## src/rtl/fifo_frame_reader.sv

```systemverilog
// Pops length-prefixed frames from the packet FIFO and streams them out
// as valid/ready beats with sop/eop/tag; bad lengths are dropped or drained.
module fifo_frame_reader #(
    parameter int DATA_WIDTH = 32,
    parameter int LEN_WIDTH  = 16,
    parameter int TAG_WIDTH  = 8,
    parameter int MAX_LEN    = 256
) (
    input  logic                  clk,
    input  logic                  rst_n,
    input  logic                  fifo_empty,
    input  logic [DATA_WIDTH-1:0] fifo_dout,
    output logic                  fifo_rd_en,
    output logic                  m_valid,
    input  logic                  m_ready,
    output logic [DATA_WIDTH-1:0] m_data,
    output logic                  m_sop,
    output logic                  m_eop,
    output logic [TAG_WIDTH-1:0]  m_tag,
    output logic                  err_zero_len,
    output logic                  err_oversize,
    output logic [15:0]           frame_count,
    output logic                  busy
);

    localparam logic [LEN_WIDTH-1:0] LP_MAX = LEN_WIDTH'(MAX_LEN);
    localparam logic [LEN_WIDTH-1:0] LP_ONE = LEN_WIDTH'(1);

    typedef enum logic [1:0] {
        S_IDLE,
        S_HDR,
        S_PAYLOAD,
        S_DRAIN
    } state_t;

    state_t                 r_state;
    state_t                 w_state_nxt;
    logic [LEN_WIDTH-1:0]   r_rem;
    logic [LEN_WIDTH-1:0]   w_rem_nxt;
    logic                   r_first;
    logic                   w_first_nxt;
    logic [TAG_WIDTH-1:0]   r_tag;
    logic [TAG_WIDTH-1:0]   w_tag_nxt;
    logic                   w_pop;

    logic [LEN_WIDTH-1:0]   w_len;
    logic [TAG_WIDTH-1:0]   w_hdr_tag;

    logic                   r_inf_vld;
    logic                   r_inf_sop;
    logic                   r_inf_eop;
    logic [TAG_WIDTH-1:0]   r_inf_tag;
    logic                   w_pay_pop;

    logic [DATA_WIDTH-1:0]  r_buf_data [2];
    logic                   r_buf_sop  [2];
    logic                   r_buf_eop  [2];
    logic [TAG_WIDTH-1:0]   r_buf_tag  [2];
    logic                   r_wptr;
    logic                   r_rptr;
    logic [1:0]             r_count;
    logic                   w_accept;
    logic [2:0]             w_credit;
    logic                   w_has_credit;
    logic [15:0]            r_frame_count;

    assign w_len     = fifo_dout[LEN_WIDTH-1:0];
    assign w_hdr_tag = fifo_dout[LEN_WIDTH +: TAG_WIDTH];

    assign m_valid  = (r_count != 2'd0);
    assign w_accept = m_valid & m_ready;

    // Free slots seen by the next pop: the beat leaving this cycle frees one.
    assign w_credit = 3'd2 + {2'b00, w_accept}
                    - {1'b0, r_count} - {2'b00, r_inf_vld};
    assign w_has_credit = (w_credit != 3'd0);

    assign fifo_rd_en = w_pop & rst_n & ~fifo_empty;
    assign w_pay_pop  = fifo_rd_en & (r_state == S_PAYLOAD);

    assign m_data = m_valid ? r_buf_data[r_rptr] : '0;
    assign m_sop  = m_valid & r_buf_sop[r_rptr];
    assign m_eop  = m_valid & r_buf_eop[r_rptr];
    assign m_tag  = m_valid ? r_buf_tag[r_rptr] : '0;

    assign frame_count = r_frame_count;
    assign busy = (r_state != S_IDLE) | r_inf_vld | m_valid;

    // FSM state and frame context registers.
    always_ff @(posedge clk or negedge rst_n) begin
        if (!rst_n) begin
            r_state <= S_IDLE;
            r_rem   <= '0;
            r_first <= 1'b0;
            r_tag   <= '0;
        end else begin
            r_state <= w_state_nxt;
            r_rem   <= w_rem_nxt;
            r_first <= w_first_nxt;
            r_tag   <= w_tag_nxt;
        end
    end

    // Next-state, pop request and header error pulses.
    always_comb begin
        w_state_nxt  = r_state;
        w_rem_nxt    = r_rem;
        w_first_nxt  = r_first;
        w_tag_nxt    = r_tag;
        w_pop        = 1'b0;
        err_zero_len = 1'b0;
        err_oversize = 1'b0;
        unique case (r_state)
            S_IDLE: begin
                if (!fifo_empty) begin
                    w_pop       = 1'b1;
                    w_state_nxt = S_HDR;
                end
            end
            S_HDR: begin
                if (w_len == '0) begin
                    err_zero_len = 1'b1;
                    w_state_nxt  = S_IDLE;
                end else if (w_len > LP_MAX) begin
                    err_oversize = 1'b1;
                    w_rem_nxt    = w_len;
                    w_state_nxt  = S_DRAIN;
                end else begin
                    w_tag_nxt    = w_hdr_tag;
                    w_rem_nxt    = w_len;
                    w_first_nxt  = 1'b1;
                    w_state_nxt  = S_PAYLOAD;
                end
            end
            S_PAYLOAD: begin
                if (!fifo_empty && w_has_credit) begin
                    w_pop       = 1'b1;
                    w_rem_nxt   = r_rem - LP_ONE;
                    w_first_nxt = 1'b0;
                    if (r_rem == LP_ONE) begin
                        w_state_nxt = S_IDLE;
                    end
                end
            end
            S_DRAIN: begin
                if (!fifo_empty) begin
                    w_pop     = 1'b1;
                    w_rem_nxt = r_rem - LP_ONE;
                    if (r_rem == LP_ONE) begin
                        w_state_nxt = S_IDLE;
                    end
                end
            end
            default: begin
                w_state_nxt = S_IDLE;
            end
        endcase
    end

    // Side-band of the payload word returning from the FIFO next cycle.
    always_ff @(posedge clk or negedge rst_n) begin
        if (!rst_n) begin
            r_inf_vld <= 1'b0;
            r_inf_sop <= 1'b0;
            r_inf_eop <= 1'b0;
            r_inf_tag <= '0;
        end else begin
            r_inf_vld <= w_pay_pop;
            r_inf_sop <= r_first;
            r_inf_eop <= (r_rem == LP_ONE);
            r_inf_tag <= r_tag;
        end
    end

    // Two-entry output buffer; written as words return, read on accept.
    always_ff @(posedge clk or negedge rst_n) begin
        if (!rst_n) begin
            for (int i = 0; i < 2; i++) begin
                r_buf_data[i] <= '0;
                r_buf_sop[i]  <= 1'b0;
                r_buf_eop[i]  <= 1'b0;
                r_buf_tag[i]  <= '0;
            end
            r_wptr  <= 1'b0;
            r_rptr  <= 1'b0;
            r_count <= 2'd0;
        end else begin
            if (r_inf_vld) begin
                r_buf_data[r_wptr] <= fifo_dout;
                r_buf_sop[r_wptr]  <= r_inf_sop;
                r_buf_eop[r_wptr]  <= r_inf_eop;
                r_buf_tag[r_wptr]  <= r_inf_tag;
                r_wptr             <= ~r_wptr;
            end
            if (w_accept) begin
                r_rptr <= ~r_rptr;
            end
            r_count <= r_count + {1'b0, r_inf_vld} - {1'b0, w_accept};
        end
    end

    // Delivered-frame counter, bumped when an eop beat is accepted.
    always_ff @(posedge clk or negedge rst_n) begin
        if (!rst_n) begin
            r_frame_count <= 16'd0;
        end else if (w_accept && m_eop) begin
            r_frame_count <= r_frame_count + 16'd1;
        end
    end

endmodule
```

## config.mk

```make
export PLATFORM = sky130hd
export DESIGN_NAME = fifo_frame_reader
export DESIGN_NICKNAME = d
export VERILOG_FILES = /design/src/rtl/fifo_frame_reader.sv
export SDC_FILE = /design/constraint.sdc
export NUM_CORES = 1
export LEC_CHECK = 0
export CAP_MARGIN = 30
export CORE_MARGIN = 3
export CORE_UTILIZATION = 50
export CTS_BUF_LIST = sky130_fd_sc_hd__clkbuf_16
export CTS_CLUSTER_SIZE = 24
export DETAILED_ROUTE_END_ITERATION = 6
export GPL_ROUTABILITY_DRIVEN = 0
export PLACE_DENSITY = 0.83
export SLEW_MARGIN = 20
export SYNTH_ARGS = -nofsm -noshare
export SYNTH_HDL_FRONTEND = slang
export SYNTH_SLANG_ARGS = --single-unit
```

## constraint.sdc

```tcl
create_clock -name clk -period 3.86 [get_ports clk]
set_input_delay 0.965 -clock clk [delete_from_list [all_inputs] [get_ports clk]]
set_output_delay 0.965 -clock clk [all_outputs]
set_load 0.05 [all_outputs]
```

======== Yosys cells after proc, flatten, opt, wreduce, memory -nomap -nowiden ========
Index checks and enable logic that the tools add are counted.
operators by class
  add/subtract/negate cells ............... 7
  order comparisons ....................... 4
  equal/unequal tests ..................... 9
  muxes and demuxes ....................... 47
  bitwise gates (word level) .............. 15
  reductions and logical operators ........ 16
operators with widths
  kind                                                                               number
  32-bit 2-to-1 mux                                                                  5
  64-bit bitwise mux                                                                 1
  16-bit 2-to-1 mux                                                                  3
  16-bit one-hot mux with 3 select lines                                             1
  8-bit 2-to-1 mux                                                                   5
  32-bit demux with 1-bit select                                                     1
  1-bit 2-to-1 mux                                                                   18
  16-bit by 1-bit adder with 16-bit output (second input constant)                   1
  16-bit bitwise mux                                                                 1
  16-bit by 1-bit == test with 1-bit output (second input constant)                  1
  16-bit by 9-bit greater-than comparator with 1-bit output (second input constant)  1
  16-bit zero test                                                                   1
  16-bit by 1-bit subtractor with 16-bit output (second input constant)              1
  2-bit 2-to-1 mux                                                                   5
  8-bit demux with 1-bit select                                                      1
  2-bit inequality test (second input constant)                                      4
  2-bit one-hot mux with 4 select lines                                              1
  4-bit AND reduction                                                                2
  1-bit AND                                                                          6
  3-bit AND reduction                                                                2
  2-bit nonzero test                                                                 3
  3-bit nonzero test                                                                 2
  1-bit NOT                                                                          5
  2-bit bitwise mux                                                                  2
  other kinds (18)                                                                   25
storage, ports and cells
  flip-flop bits (word level) ............. 142
  input bits .............................. 36
  output and inout port bits .............. 63
  logic and storage cells ................. 118

======== Logic depth before layout (Yosys ltp) ========
  depth after elaboration ................. 12
  depth in mapped cells ................... 11
  depth with buffers taken out ............ 10

======== Least setup slack after synthesis ========
OpenSTA, ideal clock, no wires.
  kind .................................... in2out
  from .................................... input m_ready
  to ...................................... output fifo_rd_en
  arrival ................................. 3.775 ns
  data required time ...................... 2.895 ns
  slack ................................... -0.880 ns
  stages .................................. 8
  buffers on the path ..................... 0
  path through ............................ o21ai_0 > inv_1 > fa_1 > inv_1 > ha_1 > nor3b_1 > o21ai_0 > nor4b_1
between the ends
  word-level cells in the longest chain between the ends .. 10
RTL lines
  item                                         line  text
  start, declared                              15    input logic m_ready,
  1-bit AND                                    71    assign w_accept = m_valid & m_ready;
  named net w_accept                           62    logic w_accept;
  2-bit by 1-bit adder with 3-bit output       74    assign w_credit = 3'd2 + {2'b00, w_accept}
  3-bit by 2-bit subtractor with 3-bit output  75    - {1'b0, r_count} - {2'b00, r_inf_vld};
  3-bit by 1-bit subtractor with 3-bit output  75
  3-bit nonzero test                           76    assign w_has_credit = (w_credit != 3'd0);
  1-bit logical AND                            136   if (!fifo_empty && w_has_credit) begin
  1-bit 2-to-1 mux                             136
  1-bit one-hot mux with 2 select lines        113   unique case (r_state)
  1-bit AND (2 in series)                      78    assign fifo_rd_en = w_pop & rst_n & ~fifo_empty;
  end, declared                                13    output logic fifo_rd_en,
The timed path passes the listed nets, and every way through them passes these cells.

======== Worst setup path after layout ========
  from .................................... input fifo_dout[11]
  to ...................................... output err_oversize
between the ends
  word-level cells in the longest chain between the ends .. 4
  elaborated cells on any way between the ends .. 5
  those cells by class .................... order compare (1); mux (3); reduce/logical (1)
RTL lines
  item                                                       line  text
  start, declared                                            12    input logic [DATA_WIDTH-1:0] fifo_dout,
  16-bit by 9-bit greater-than comparator with 1-bit output  124   end else if (w_len > LP_MAX) begin
  1-bit 2-to-1 mux                                           124
  1-bit 2-to-1 mux (*)                                       121   if (w_len == '0) begin
  1-bit 2-to-1 mux (*)                                       113
  end, declared                                              21    output logic err_oversize,
Mark *: on every way between the ends. The rest lies on a longest branch, timed or not.

==> impl_metrics.env <==
export IMPL_synth_area_leaders="dfrtp_1 53%, mux2_2 16%, mux2i_1 6.9%"
export IMPL_met1_usage_pct=27.4
export IMPL_grtUsageMet2_pct=34.7
export IMPL_syn_area_mm2=0.00665
export IMPL_leakage_nw=3.84
export IMPL_first_pass_iters=5
export IMPL_dp_cells=809
export IMPL_synth_top_area_share_pct=53.4
export IMPL_top_usage_layer="met2"
export IMPL_path_clk_slew_ns=0.06
export IMPL_ys_types=48
export IMPL_fmax_mhz=266
export IMPL_finalHoldViolations=0
export IMPL_max_cap_violations=0
export IMPL_wl_mm=14.5
export IMPL_portBuffers=98
export IMPL_cts_htree_levels=4
export IMPL_slew_headroom_pct=46.4
export IMPL_switchingPower_mw=3.09
export IMPL_internal_power_mw=4.36
export IMPL_p_comb_share_pct=46.5
export IMPL_stdcell_count=844
export IMPL_synth_flop_cell="dfrtp_1"
export IMPL_fin_nets=708
export IMPL_gr_total_overflow=0
export IMPL_power_total_mw=7.45
export IMPL_path_max_fanout=3
export IMPL_cts_sinks=142
export IMPL_grt_pass1_vias=4814
export IMPL_track_usage_pct=20.8
export IMPL_required_ns=2.89
export IMPL_ant_nets=0
export IMPL_synth_avg_cell_area_um2=12.0
export IMPL_netlist_instances=554
export IMPL_first_iter_violations=325
export IMPL_start_util_pct=51.9
export IMPL_synth_edf_count=0
export IMPL_fin_crit_sh_pct=97.2
export IMPL_drc=0
export IMPL_hold_class="reg2reg"
export IMPL_startpoint_type="input pin"
export IMPL_gr_usage_met3_pct=4.06
export IMPL_cts_made_buffers=17
export IMPL_worst_slew_pin_slew_ns=0.805
export IMPL_async_reset_ff_share_pct=100
export IMPL_clock_power_share_pct=21.8
export IMPL_pin_count=99
export IMPL_status="complete, no violations"
export IMPL_grt_start_max_net_pins=82
export IMPL_ys_ff_latch=142
export IMPL_yosysWarnings=0
export IMPL_antenna_found_initial=0
export IMPL_drive_above_1_share_pct=23.7
export IMPL_syn2layout_area_growth_pct=28.1
export IMPL_power_density_mw_per_mm2=875
export IMPL_cts_root_buf="clkbuf_16"
export IMPL_min_period_ns=3.75
export IMPL_cts_path_max_buffers=2
export IMPL_p_seq_share_pct=31.7
export IMPL_wl_per_cell_um=17.2
export IMPL_rows=41
export IMPL_fillers=945
export IMPL_viasPerCell=5.50
export IMPL_swShare_pct=41.4
export IMPL_antenna_cells=0
export IMPL_peakVddDrop_mv=0.787
export IMPL_clock_skew_final_ns=0.00659
export IMPL_end_kind="output pin"
export IMPL_synth_top_cell_by_area="dfrtp_1"
export IMPL_num_vias=4645
export IMPL_fp_dieW_um=121
export IMPL_dieArea_mm2=0.0147
export IMPL_critPathKind="in2out"
export IMPL_die_h_um=121
export IMPL_cts_tree="built"
export IMPL_rsz0062_at_grt="no"
export IMPL_layout_commonest_cell="dfrtp_1"
export IMPL_finalSetupViolCount=0
export IMPL_dpl_hpwl_mm=10.0
export IMPL_slew_viol_final=0
export IMPL_arrival_ns=2.79
export IMPL_synth_seq_area_share_pct=53.4
export IMPL_synth_nets=603
export IMPL_core_area_mm2=0.0128
export IMPL_worst_skew_pair_late_latency_ns=0.41
export IMPL_grt_first_pass_wirelength_mm=24.3
export IMPL_most_common_layout_cells="141 x dfrtp_1, 94 x mux2_2, 93 x clkdlybuf4s50_1"
-- cells in the mapped netlist, drive strengths merged (8+ instances only) --
cell    count
nor2       82
xnor2      14
nand3      10
clkbuf     13
o21ai      14
buf        14
nand2      15
a21oi      12
inv        14
dfrtp     142
ha         12
o22a        8
mux2       94
mux2i      46
-- power by group through the flow --
stage	Clock [mW]	Sequential (mW)	Combinational (mW)
after global placement	0	2.32	3.37
after detailed placement	0	2.38	3.46
after global routing	1.73	2.43	3.70
after CTS	1.66	2.36	3.49
after floorplan	0	2.22	2.55
final	1.63	2.36	3.46
-- path summary, 6_finish.rpt --
kind	startpoint	end	slack, ns	cells after the start
max reg2reg	r_count[1]	r_rem[14]	0.97	11
min in group asynchronous	rst_n	r_buf_data[4]	0.73	2
min	r_tag[3]	r_inf_tag[3]	0.37	0
min reg2reg	r_tag[3]	r_inf_tag[3]	0.37	0
max in group asynchronous	rst_n	r_rem[12]	1.93	3
max	fifo_dout[11]	err_oversize	0.11	6
-- layout make-up --
| cell class | count | area (um^2) | area share [%] |
|---|---|---|---|
| clock inverter | 15 | 169 | 1.98 |
| clock buffer | 17 | 425 | 4.99 |
| timing repair buffer | 113 | 1140 | 13.3 |
| multi-input combinational | 371 | 2970 | 34.8 |
| sequential | 142 | 3550 | 41.7 |
| tap | 172 | 215 | 2.53 |
| inverter | 14 | 52.6 | 0.617 |
-- flip-flops by register name, indices dropped and copies added (netlist names), 8 cells and up --
name         cells
r_inf_tag        8
r_buf_data      64
r_tag            8
r_buf_tag       16
r_rem           16
frame_count     16
-- kinds of logic after synthesis --
kind of cell / share of synthesized area, %
flops: 53.4
simple gates: 10.8
compound gates: 5.10
buf+inv: 2.56
mux: 22.8
xor+xnor: 2.76
fa+ha+maj: 2.56
-- metrics by stage --
| stage | hold WS (ns) | util [%] | area (um^2) | TNS [ns] | setup WS [ns] |
|---|---|---|---|---|---|
| floorplan | 0.349 | - | 6670 | 0 | 0.116 |
| global placement | 0.356 | 61.4 | 7880 | -0.0914 | -0.0914 |
| detailed placement | 0.359 | 61.6 | 7900 | -0.143 | -0.143 |
| CTS | 0.374 | 66.4 | 8510 | 0 | 0.0994 |
| global route | 0.383 | 66.4 | 8520 | 0 | 0.0233 |
| finish | 0.374 | 66.4 | 8520 | 0 | 0.107 |
-- metal layers --
layer / routed length [um] / up-vias
li1: - / 2167
met1: 6300 / 2370
met2: 7550 / 101
met3: 588 / 7
met4: 95 / 0
met5: 0 / -
-- what timing repair did --
item	CTS	global route
setup buffers	2	0
hold buffers	0	0
setup endpoints to repair	1	0
hold endpoints to repair	0	0
gates resized for setup	4	0
-- critical path, stage by stage --
cell and delay [ns]:
clkdlybuf4s50_1 0.45, or4_4 0.56, nor4_4 0.23, a21boi_0 0.29
nor2b_1 0.09, buf_4 0.20
Note: power is estimated with default switching activity, not from simulation.
